[config.mk]
export PLATFORM = sky130hd
export DESIGN_NAME = az_acquisition_sequencer
export DESIGN_NICKNAME = d
export VERILOG_FILES = /design/src/rtl/az_acquisition_sequencer.sv
export SDC_FILE = /design/constraint.sdc
export NUM_CORES = 1
export LEC_CHECK = 0
export BUFFER_PORTS_ARGS = -buffer_cell sky130_fd_sc_hd__buf_2
export CAP_MARGIN = 25
export CORE_UTILIZATION = 58
export DETAILED_ROUTE_END_ITERATION = 10
export PLACE_DENSITY = 0.81
export SETUP_SLACK_MARGIN = 0.15
export SYNTH_ARGS = -nofsm -noshare
export SYNTH_HDL_FRONTEND = slang
export SYNTH_SLANG_ARGS = --single-unit
[constraint.sdc]
create_clock -name clk -period 4.08 [get_ports clk]
set_clock_uncertainty 0.2 [all_clocks]
set_input_delay 0.204 -clock clk [delete_from_list [all_inputs] [get_ports clk]]
set_output_delay 0.204 -clock clk [all_outputs]
set_load 0.01 [all_outputs]
[src/rtl/az_acquisition_sequencer.sv]
// Run controller for the precharge / auto-zero acquisition path: steps the PC switch
// and AZ mux through hi/lo sample pairs and handshakes one ADC conversion per phase.
module az_acquisition_sequencer #(
  parameter int CNT_W       = 32,
  parameter int PC_W        = 24,
  parameter int IDX_W       = 16,
  parameter int ADC_TIMEOUT = 65535
) (
  input  logic             clk,
  input  logic             reset_n,
  input  logic             start,
  input  logic             abort,
  input  logic [PC_W-1:0]  p_clk_count_precharge,
  input  logic [CNT_W-1:0] p_clk_sample_duration,
  input  logic [IDX_W-1:0] p_sample_count,
  input  logic [3:0]       azmux_lo_val,
  input  logic [3:0]       azmux_hi_val,
  input  logic             adc_done,
  output logic             sw_pc_ctl,
  output logic [3:0]       azmux,
  output logic             adc_start,
  output logic             adc_phase_hi,
  output logic             busy,
  output logic             done,
  output logic             error,
  output logic [IDX_W-1:0] sample_idx,
  output logic [7:0]       monitor
);

  localparam int TO_W  = $clog2(ADC_TIMEOUT + 1);
  localparam int CTR_A = (CNT_W > PC_W) ? CNT_W : PC_W;
  localparam int CTR_W = (CTR_A > TO_W) ? CTR_A : TO_W;
  localparam logic [CTR_W-1:0] CTR_ZERO = {CTR_W{1'b0}};
  localparam logic [CTR_W-1:0] CTR_ONE  = {{(CTR_W-1){1'b0}}, 1'b1};
  localparam logic [CTR_W-1:0] TO_LOAD  = CTR_W'(ADC_TIMEOUT - 32'sd1);

  typedef enum logic [3:0] {
    ST_IDLE       = 4'd0,
    ST_PC_BOOT    = 4'd1,
    ST_HI_SETTLE  = 4'd2,
    ST_HI_SAMPLE  = 4'd3,
    ST_HI_CONV    = 4'd4,
    ST_PC_RESTORE = 4'd5,
    ST_LO_SAMPLE  = 4'd6,
    ST_LO_CONV    = 4'd7,
    ST_NEXT       = 4'd8,
    ST_DONE       = 4'd9
  } state_t;

  // A phase of N clks loads N-1 and leaves when the counter reads zero; N=0 behaves as 1.
  function automatic logic [CTR_W-1:0] phase_load(input logic [CTR_W-1:0] n);
    return (n == CTR_ZERO) ? CTR_ZERO : (n - CTR_ONE);
  endfunction

  state_t           state_r, state_s;
  logic [CTR_W-1:0] cnt_r, cnt_s;
  logic [PC_W-1:0]  pc_r;
  logic [CNT_W-1:0] dur_r;
  logic [IDX_W-1:0] count_r;
  logic [3:0]       lo_r, hi_r;

  logic             sw_pc_r, adc_start_r, phase_hi_r, busy_r, done_r, error_r;
  logic [3:0]       azmux_r;
  logic [IDX_W-1:0] sample_idx_r;
  logic [7:0]       monitor_r;

  logic             sw_s, azhi_s, wait_s, busy_s, done_s, adc_start_s, phase_hi_s, error_s;
  logic [3:0]       azmux_s;
  logic [IDX_W-1:0] idx_s, idx_inc_s;
  logic             accept_s, cnt_zero_s, conv_ok_s, in_conv_s, timeout_s, last_pair_s;

  assign accept_s    = (state_r == ST_IDLE) && start && !abort;
  assign cnt_zero_s  = (cnt_r == CTR_ZERO);
  // adc_done coinciding with our own adc_start belongs to no conversion of ours
  assign conv_ok_s   = adc_done && !adc_start_r;
  assign in_conv_s   = (state_r == ST_HI_CONV) || (state_r == ST_LO_CONV);
  assign timeout_s   = in_conv_s && !conv_ok_s && cnt_zero_s && !abort;
  assign idx_inc_s   = sample_idx_r + {{(IDX_W-1){1'b0}}, 1'b1};
  assign last_pair_s = (count_r != {IDX_W{1'b0}}) && (idx_inc_s == count_r);

  // State and phase counter register
  always_ff @(posedge clk) begin
    if (!reset_n) begin
      state_r <= ST_IDLE;
      cnt_r   <= CTR_ZERO;
    end else begin
      state_r <= state_s;
      cnt_r   <= cnt_s;
    end
  end

  // Next-state logic
  always_comb begin
    state_s = state_r;
    if (abort && (state_r != ST_IDLE)) begin
      state_s = ST_IDLE;
    end else begin
      case (state_r)
        ST_IDLE:       state_s = accept_s   ? ST_PC_BOOT    : ST_IDLE;
        ST_PC_BOOT:    state_s = cnt_zero_s ? ST_HI_SETTLE  : ST_PC_BOOT;
        ST_HI_SETTLE:  state_s = cnt_zero_s ? ST_HI_SAMPLE  : ST_HI_SETTLE;
        ST_HI_SAMPLE:  state_s = cnt_zero_s ? ST_HI_CONV    : ST_HI_SAMPLE;
        ST_HI_CONV:    state_s = conv_ok_s ? ST_PC_RESTORE : (cnt_zero_s ? ST_IDLE : ST_HI_CONV);
        ST_PC_RESTORE: state_s = cnt_zero_s ? ST_LO_SAMPLE  : ST_PC_RESTORE;
        ST_LO_SAMPLE:  state_s = cnt_zero_s ? ST_LO_CONV    : ST_LO_SAMPLE;
        ST_LO_CONV:    state_s = conv_ok_s ? ST_NEXT : (cnt_zero_s ? ST_IDLE : ST_LO_CONV);
        ST_NEXT:       state_s = last_pair_s ? ST_DONE : ST_HI_SETTLE;
        ST_DONE:       state_s = ST_IDLE;
        default:       state_s = ST_IDLE;
      endcase
    end
  end

  // Phase counter: load on entry to a new state, count down while inside it
  always_comb begin
    cnt_s = cnt_r;
    if (state_s != state_r) begin
      case (state_s)
        ST_PC_BOOT:                  cnt_s = phase_load(CTR_W'(p_clk_count_precharge));
        ST_HI_SETTLE, ST_PC_RESTORE: cnt_s = phase_load(CTR_W'(pc_r));
        ST_HI_SAMPLE, ST_LO_SAMPLE:  cnt_s = phase_load(CTR_W'(dur_r));
        ST_HI_CONV, ST_LO_CONV:      cnt_s = TO_LOAD;
        default:                     cnt_s = CTR_ZERO;
      endcase
    end else if (!cnt_zero_s) begin
      cnt_s = cnt_r - CTR_ONE;
    end else begin
      cnt_s = cnt_r;
    end
  end

  // Output decode from the upcoming state, so every output leaves a flop
  always_comb begin
    sw_s        = (state_s == ST_HI_SAMPLE) || (state_s == ST_HI_CONV);
    azhi_s      = (state_s == ST_HI_SETTLE) || (state_s == ST_HI_SAMPLE) ||
                  (state_s == ST_HI_CONV)   || (state_s == ST_PC_RESTORE);
    wait_s      = (state_s == ST_HI_CONV) || (state_s == ST_LO_CONV);
    busy_s      = (state_s != ST_IDLE) && (state_s != ST_DONE);
    done_s      = (state_s == ST_DONE);
    adc_start_s = wait_s && (state_s != state_r);
    azmux_s     = azhi_s ? hi_r : (accept_s ? azmux_lo_val : lo_r);
    if (adc_start_s) begin
      phase_hi_s = (state_s == ST_HI_CONV);
    end else begin
      phase_hi_s = phase_hi_r;
    end
    if (accept_s) begin
      error_s = 1'b0;
      idx_s   = {IDX_W{1'b0}};
    end else begin
      error_s = error_r | timeout_s;
      if ((state_r == ST_NEXT) && !abort) begin
        idx_s = idx_inc_s;
      end else begin
        idx_s = sample_idx_r;
      end
    end
  end

  // Run configuration, captured only when a start is accepted
  always_ff @(posedge clk) begin
    if (!reset_n) begin
      pc_r    <= {PC_W{1'b0}};
      dur_r   <= {CNT_W{1'b0}};
      count_r <= {IDX_W{1'b0}};
      lo_r    <= azmux_lo_val;
      hi_r    <= azmux_hi_val;
    end else if (accept_s) begin
      pc_r    <= p_clk_count_precharge;
      dur_r   <= p_clk_sample_duration;
      count_r <= p_sample_count;
      lo_r    <= azmux_lo_val;
      hi_r    <= azmux_hi_val;
    end
  end

  // Output registers
  always_ff @(posedge clk) begin
    if (!reset_n) begin
      sw_pc_r      <= 1'b0;
      azmux_r      <= azmux_lo_val;
      adc_start_r  <= 1'b0;
      phase_hi_r   <= 1'b0;
      busy_r       <= 1'b0;
      done_r       <= 1'b0;
      error_r      <= 1'b0;
      sample_idx_r <= {IDX_W{1'b0}};
      monitor_r    <= 8'h00;
    end else begin
      sw_pc_r      <= sw_s;
      azmux_r      <= azmux_s;
      adc_start_r  <= adc_start_s;
      phase_hi_r   <= phase_hi_s;
      busy_r       <= busy_s;
      done_r       <= done_s;
      error_r      <= error_s;
      sample_idx_r <= idx_s;
      monitor_r    <= {4'b0000, wait_s, adc_start_s, sw_s, azhi_s};
    end
  end

  assign sw_pc_ctl    = sw_pc_r;
  assign azmux        = azmux_r;
  assign adc_start    = adc_start_r;
  assign adc_phase_hi = phase_hi_r;
  assign busy         = busy_r;
  assign done         = done_r;
  assign error        = error_r;
  assign sample_idx   = sample_idx_r;
  assign monitor      = monitor_r;

endmodule
==> results_dict.tcl, run 1 <==
set metrics [dict create \
    status "complete, no violations" \
    ys.flop_type "dfxtp_1" \
    criticalPathCategory "reg -> reg" \
    startpoint_type "register" \
    viasPerCell 6.017 \
    crit_required_ns 4.23 \
    clk_path_buf_depth 2 \
    end_kind "register" \
    gp_congestion 0.9718 \
    clkPwrFrac_pct 25.7 \
    wire_per_inst_um 16.76 \
    first_pass_iters 5 \
    ys_seq_elements 144 \
    ys_warn_count 0 \
    cts_sinks 144 \
    final-max-slew-violation-count 0 \
    drive_gt1_share_pct 15.68 \
    utilization_pct 75.95 \
    post-route-min-period_ns 3.715 \
    dp_hpwl_mm 16.31 \
    p_per_area_nw_per_um2 552.4 \
    die_h_um 121.4 \
    final_common_cell "nand2_1" \
    synthesis.instances 1094 \
    synthToLayoutAreaGrowth_pct 27.59 \
    crit_arrival_ns 3.86 \
    p_switching_mw 2.244 \
    cap_violations 0 \
    period_share_pct 91.05 \
    power_mw 5.823 \
    die_w_um 121.4 \
    setup_viol 0 \
    grt.total_usage_pct 33.99 \
    dp_cells 1360 \
    vias 8881 \
    die-area_um2 14730 \
    grt_pass1_wl_mm 39.20 \
    synth.area.top_cells "dfxtp_1, nand2_1, xnor2_1" \
    switching_share_pct 38.54 \
    clkLatencyLatePin_ns 0.42 \
    numCtsBuffers 17 \
    seqPwrFrac_pct 31.2 \
    slew_headroom_pct 42.61 \
    rows 43 \
    peakVddDrop_mv 0.3677 \
    finalSetupTns_ns 0 \
    cts_tree "built" \
    post_dp_cell_area_um2 9057 \
    syn-cell-area_um2 8263 \
    tightest_slew_ns 0.8608 \
    rsz0062_at_grt "no" \
    start_util_pct 59.53 \
    layout.cells.non_filler 1476 \
    synthArstFlopShare_pct 0 \
    grt-ovfl-total 0 \
    timing.fmax_mhz 269.2 \
    synthDominantCellAreaShare_pct 33.92 \
    min_path_type "in -> reg" \
    fin_area_um2 10540 \
    grt_max_degree 74 \
    routed_wl_mm 24.74 \
    comb_power_share_pct 43.0 \
    cellInternalPower_mw 3.579 \
    grt_pass1_vias 8389 \
    final-hold-violation-count 0 \
    layout_common_cells "nand2_1, dfxtp_1, buf_2" \
    avgSynthCellArea_um2 7.553 \
    ios 119 \
    drc 0 \
    fin_nets 1374 \
    antenna_left 0 \
    cts_root_buffer "clkbuf_16" \
    cts.reportedPaths.clkPinSlew_ns 0.06 \
    leakage_nw 4.215 \
    synth_top_cell_by_area "dfxtp_1" \
    port_buffers 114 \
    synth-edff-count 4 \
    core_area_um2 13880 \
    antenna_found_initial 0 \
    drt_iter0_drc 1081 \
    synth.lib_cells_used.distinct 66 \
    htree_levels 4 \
    synth_seq_area_share_pct 35.37 \
    worstHoldPathCells 5 \
    reg2regPathDepth 11 \
    critPathMaxFanout 20 \
]
-- worst paths after layout --
check	from	to	slack, ns
max reg2reg	cnt_r[14]	cnt_r[20]	0.37
min	abort	sample_idx[1]	0.02
max	cnt_r[14]	cnt_r[20]	0.37
min reg2reg	lo_r[1]	lo_r[1]	0.27
-- synthesized netlist by cell type (3+ instances only) --
library cell and count:
nand2_1 215, dfxtp_1 140, a21oi_1 103, nor2_1 103
xnor2_1 75, clkbuf_1 54, xor2_1 46, nor3_1 45
nor4_1 38, o21ai_0 23, inv_1 19, nand3_1 16
or3_1 16, or4_1 16, nand4_1 12, o31ai_1 11
nand2b_1 10, o211ai_1 10, o22ai_1 10, a22oi_1 8
a2bb2oi_1 8, o221ai_1 7, and4_1 6, buf_4 6
ha_1 6, nor2b_1 6, a211oi_1 5, and2_1 5
mux2i_1 5, o21ai_1 5, a2111oi_0 4, a21boi_0 4
and3_1 4, edfxtp_1 4, a21o_1 3, a311oi_1 3
o211a_1 3, o21a_1 3, o41ai_1 3
-- power groups by stage --
stage	sequential, mW	combinational, mW	clock [mW]
3_3_place_gp	1.83	2.28	0
2_1_floorplan	1.81	1.70	0
3_5_place_dp	1.84	2.30	0
6_report	1.82	2.51	1.50
4_1_cts	1.81	2.39	1.49
5_1_grt	1.84	2.74	1.57
-- worst max-delay path, stage by stage (launching register included) --
cell and delay (ns):
dfxtp_1 0.34, or4_4 0.56, nand2b_4 0.19, or4_1 0.53, o211a_1 0.25, or2_4 0.26, or3_1 0.39, o22a_1 0.25
buf_4 0.22, o221ai_1 0.21, a21oi_1 0.06, nor3_1 0.17
-- area by class of cell --
cell class	count	area (um2)
Multi-Input combinational cell	871	5100
Tap cell	180	225.2
Sequential cell	144	2925
Fill cell	998	3338
Timing Repair Buffer	229	1649
Clock inverter	10	83.83
Antenna cell	1	2.502
Inverter	20	75.07
Clock buffer	21	481.7
-- metrics by stage --
step | hold WS (ns) | worst slack [ns]
after global routing | 0.03894 | 0.1549
after floorplan | 0.1029 | 0.3391
after CTS | 0.01669 | 0.1890
after detailed placement | 0.1858 | 0.2355
after global placement | 0.1869 | 0.2948
final | 0.02161 | 0.3651
-- sequential cells by signal, summed over array words and instances (netlist names), 4 cells and up --
| name | cells |
|---|---|
| count_r | 16 |
| sample_idx | 16 |
| azmux | 4 |
| hi_r | 4 |
| state_r | 4 |
| pc_r | 24 |
| lo_r | 4 |
| cnt_r | 32 |
| monitor | 4 |
| dur_r | 32 |
-- repair_timing --
| action | 4_1_cts | 5_1_grt |
|---|---|---|
| hold buffers | 81 | 0 |
| setup endpoints to repair | 0 | 37 |
| buffers inserted | 0 | 3 |
| hold endpoints to repair | 91 | 0 |
| gates resized for setup | 0 | 19 |
-- logic make-up (layout without fill, tap and decap cells) --
group                    count (synthesis)  in the layout  synth area share [%]
AND/OR/NAND/NOR                        506            506                 28.63
other                                    1              5               0.04538
flip-flops                             144            144                 35.37
buffers and inverters                   82            280                 4.103
XOR/XNOR                               121            121                 12.83
AO/OA/AOI/OAI                          229            229                 17.50
adder cells (fa/ha/maj)                  6              6                0.9085
multiplexers                             5              5                0.6057
-- layer usage --
| layer | global-route usage [%] | up-vias | wire length, um |
|---|---|---|---|
| li1 | - | 4223 | - |
| met1 | 40.80 | 4152 | 10220 |
| met2 | 56.75 | 416 | 11820 |
| met3 | 7.143 | 90 | 1631 |
| met4 | 17.82 | 0 | 1071 |
| met5 | 0 | - | 0 |
Power figures use the tool's default switching activity.
==> run 2, diff against run 1 <==
--- a/config.mk
+++ b/config.mk
@@ -5,10 +5,12 @@
 export SDC_FILE = /design/constraint.sdc
 export NUM_CORES = 1
 export LEC_CHECK = 0
+export ABC_AREA = 1
 export BUFFER_PORTS_ARGS = -buffer_cell sky130_fd_sc_hd__buf_2
 export CAP_MARGIN = 25
-export CORE_UTILIZATION = 58
+export CORE_UTILIZATION = 59
 export DETAILED_ROUTE_END_ITERATION = 10
+export GPL_ROUTABILITY_DRIVEN = 0
 export PLACE_DENSITY = 0.81
 export SETUP_SLACK_MARGIN = 0.15
 export SYNTH_ARGS = -nofsm -noshare
==> run 2 against run 1 <==
Effect of this change:
- clock power rose by 3%
- critical endpoint is now azmux[2]
- die area rose by 14%
- count of clock-buffer cells in the layout fell by 2
- area after synthesis rose by 16%
- highest routed layer unchanged
- critical path type unchanged
- largest cell class unchanged
- synthesized cell count rose by 41%
- setup slack improved by 0.081 ns
- worst hold slack got worse by 0.015 ns
- via count rose by 21%
- final area rose by 11%
==> results_dict.tcl, run 2 <==
set metrics [dict create \
    die_w_um 129.7 \
    dp_hpwl_mm 19.79 \
    synthesis.instances 1544 \
    critPathMaxFanout 26 \
    final-max-slew-violation-count 0 \
    wire_per_inst_um 14.93 \
    drive_gt1_share_pct 12.03 \
    crit_arrival_ns 3.75 \
    antenna_left 0 \
    regArea_um2 2923 \
    multi_input_area_um2 5791 \
    criticalPathCategory "reg -> reg" \
    rows 46 \
    post-route-min-period_ns 3.634 \
    fin_nets 1807 \
    top_layer_used "met4" \
    htree_levels 4 \
    synth.top_cells.by_count "nor2_1, nand2_1, inv_1" \
    finalSetupTns_ns 0 \
    min_path_type "in -> reg" \
    cts_root_buffer "clkbuf_16" \
    start_util_pct 60.55 \
    vias 10740 \
    end_kind "register" \
    reg2regPathDepth 20 \
    timing.rr.end "azmux[2]" \
    antenna_found_initial 0 \
    met2WireLength_mm 12.97 \
    port_buffers 114 \
    core_area_um2 15890 \
    utilization_pct 73.89 \
    numCtsBuffers 17 \
    slew_headroom_pct 40.81 \
    synth.area.top_cells "dfxtp_1, nor2_1, nand2_1" \
    grt_pass1_vias 9638 \
    post-synth-top-count-cell "nor2_1" \
    crit_required_ns 4.20 \
    peakVddDrop_mv 0.3745 \
    r2r_setup_slack_ns 0.45 \
    synth_top_cell_by_area "dfxtp_1" \
    cts.reportedPaths.clkPinSlew_ns 0.06 \
    cts_tree "built" \
    tightest_slew_ns 0.8879 \
    routed_wl_mm 29.04 \
    period_share_pct 89.06 \
    final_common_cell "nor2_1" \
    first_pass_iters 7 \
    grt_max_degree 98 \
    synthToLayoutAreaGrowth_pct 22.04 \
    viasPerCell 5.522 \
    synth_seq_area_share_pct 30.39 \
    slowest_stage "dfxtp_1" \
    clk_path_buf_depth 2 \
    die-area_um2 16820 \
    endpoint "azmux[2]" \
    layout_common_cells "nor2_1, nand2_1, inv_1" \
    status "complete, no violations" \
    synth-edff-count 4 \
    ys.flop_type "dfxtp_1" \
    avgSynthCellArea_um2 6.229 \
    die_h_um 129.7 \
    cap_violations 0 \
    wl_met1_mm 12.34 \
    timing.rr.start "sample_idx[0]" \
    timing.fmax_mhz 275.2 \
    p_per_area_nw_per_um2 513.6 \
    grt-ovfl-total 0 \
    slowest_delay_ns 0.44 \
    leakage_nw 5.489 \
    critical_path.startpoint "sample_idx[0]" \
    synth.lib_cells_used.distinct 44 \
    drt_iter0_drc 1343 \
    route.met3.wl_mm 2.718 \
    clkLatencyLatePin_ns 0.44 \
    reg.largest.list "cnt_r: 32 flops, dur_r: 32 flops, pc_r: 24 flops" \
    insertedDiodeCount 0 \
    final-hold-violation-count 0 \
    fill_cells 1282 \
    syn-cell-area_um2 9618 \
    rsz0062_at_grt "no" \
    ys_warn_count 0 \
    ys_seq_elements 144 \
    grt_pass1_wl_mm 46.21 \
    grt.total_usage_pct 35.05 \
    power_mw 6.028 \
    cts_sinks 144 \
    synthDominantCellAreaShare_pct 29.14 \
    ios 119 \
    cp_cell_sequence "ha_1, nand2_2, nor2_4, buf_12, nand3_1, nand3_1, nand2_1, nor2_1, nand2_1, nor2_1, nand4_1, nand2_1, o21ai_2, buf_4, nand2_1, nand2_2, o21ai_0, inv_1, nor2_1, nor2_1" \
    setup_viol 0 \
    startpoint_type "register" \
    synthArstFlopShare_pct 0 \
    drc 0 \
]
[run 2: cell types whose count changed after synthesis, moves of 11 or more]
cell | previous run | this run
a21oi_1 | 103 | 71
inv_1 | 19 | 175
o21ai_0 | 23 | 96
nand4_1 | 12 | 25
nand2_1 | 215 | 300
or3_1 | 16 | 1
clkbuf_1 | 54 | 34
nor4_1 | 38 | 6
xnor2_1 | 75 | 41
o31ai_1 | 11 | 0
nor2_1 | 103 | 332
nand3_1 | 16 | 116
or4_1 | 16 | 0
[run 2: what timing repair did]
action | in CTS | in global routing
endpoints found under the setup margin | 0 | 37
endpoints found under the hold margin | 84 | 0
gates resized for setup | 0 | 6
hold buffers | 80 | 0
buffers inserted | 0 | 3
[run 2: kinds of logic (layout without fill, tap and decap cells)]
| group | after synthesis | in the layout | synth area share [%] |
|---|---|---|---|
| AO/OA/AOI/OAI | 204 | 204 | 11.75 |
| XOR/XNOR | 99 | 99 | 9.314 |
| adder cells (fa/ha/maj) | 6 | 6 | 0.7805 |
| buffers and inverters | 237 | 419 | 9.926 |
| flip-flops | 144 | 144 | 30.39 |
| other | 1 | 4 | 0.03899 |
| AND/OR/NAND/NOR | 853 | 853 | 37.80 |
[run 2: layer usage]
layer | GRT usage [%] | vias to the layer above
met5 | 0 | -
met4 | 15.80 | 0
met3 | 7.102 | 78
met2 | 54.64 | 558
met1 | 46.64 | 4850
li1 | - | 5254
[run 2: power breakdown]
| part | internal (mW) | switching, mW | total [mW] |
|---|---|---|---|
| combinational | 0.985 | 1.65 | 2.63 |
| sequential | 1.64 | 0.206 | 1.85 |
| clock | 0.900 | 0.646 | 1.55 |
[run 2: worst min path at each step]
stage / from / end / depth (start not counted)
3_3_place_gp: azmux_hi_val[0] / hi_r[0] / 1
6_report: reset_n / done / 3
2_1_floorplan: azmux_hi_val[0] / hi_r[0] / 0
5_1_grt: reset_n / state_r[3] / 3
4_1_cts: reset_n / state_r[3] / 3
3_5_place_dp: azmux_hi_val[0] / hi_r[0] / 1
[run 2: stage by stage]
stage                     std cells  hold WS, ns  setup WS (ns)  area (um2)
final                          1945     0.006423         0.4465       11740
after global routing           1945      0.04402         0.1444       11740
after CTS                      1942     0.004324         0.2863       11670
after detailed placement       1830       0.1935         0.3789       10300
after global placement         1830       0.1953         0.5230       10300
after floorplan                1547       0.1029          1.056        9629
[run 2: area by class of cell]
class	count	area share, %
clock buffers	19	3.688
repair buffers	208	12.82
inverters	179	5.767
flip-flops and latches	144	24.90
well taps	216	2.303
clock inverters	13	1.183
multi-input cells	1166	49.33
[run 2: critical path: cells and delay by family, from the launching register on]
family	cells	cell delay, ns
buf+inv	3	0.47
simple gates	14	1.77
flops	1	0.44
compound gates	2	0.35
fa+ha+maj	1	0.28
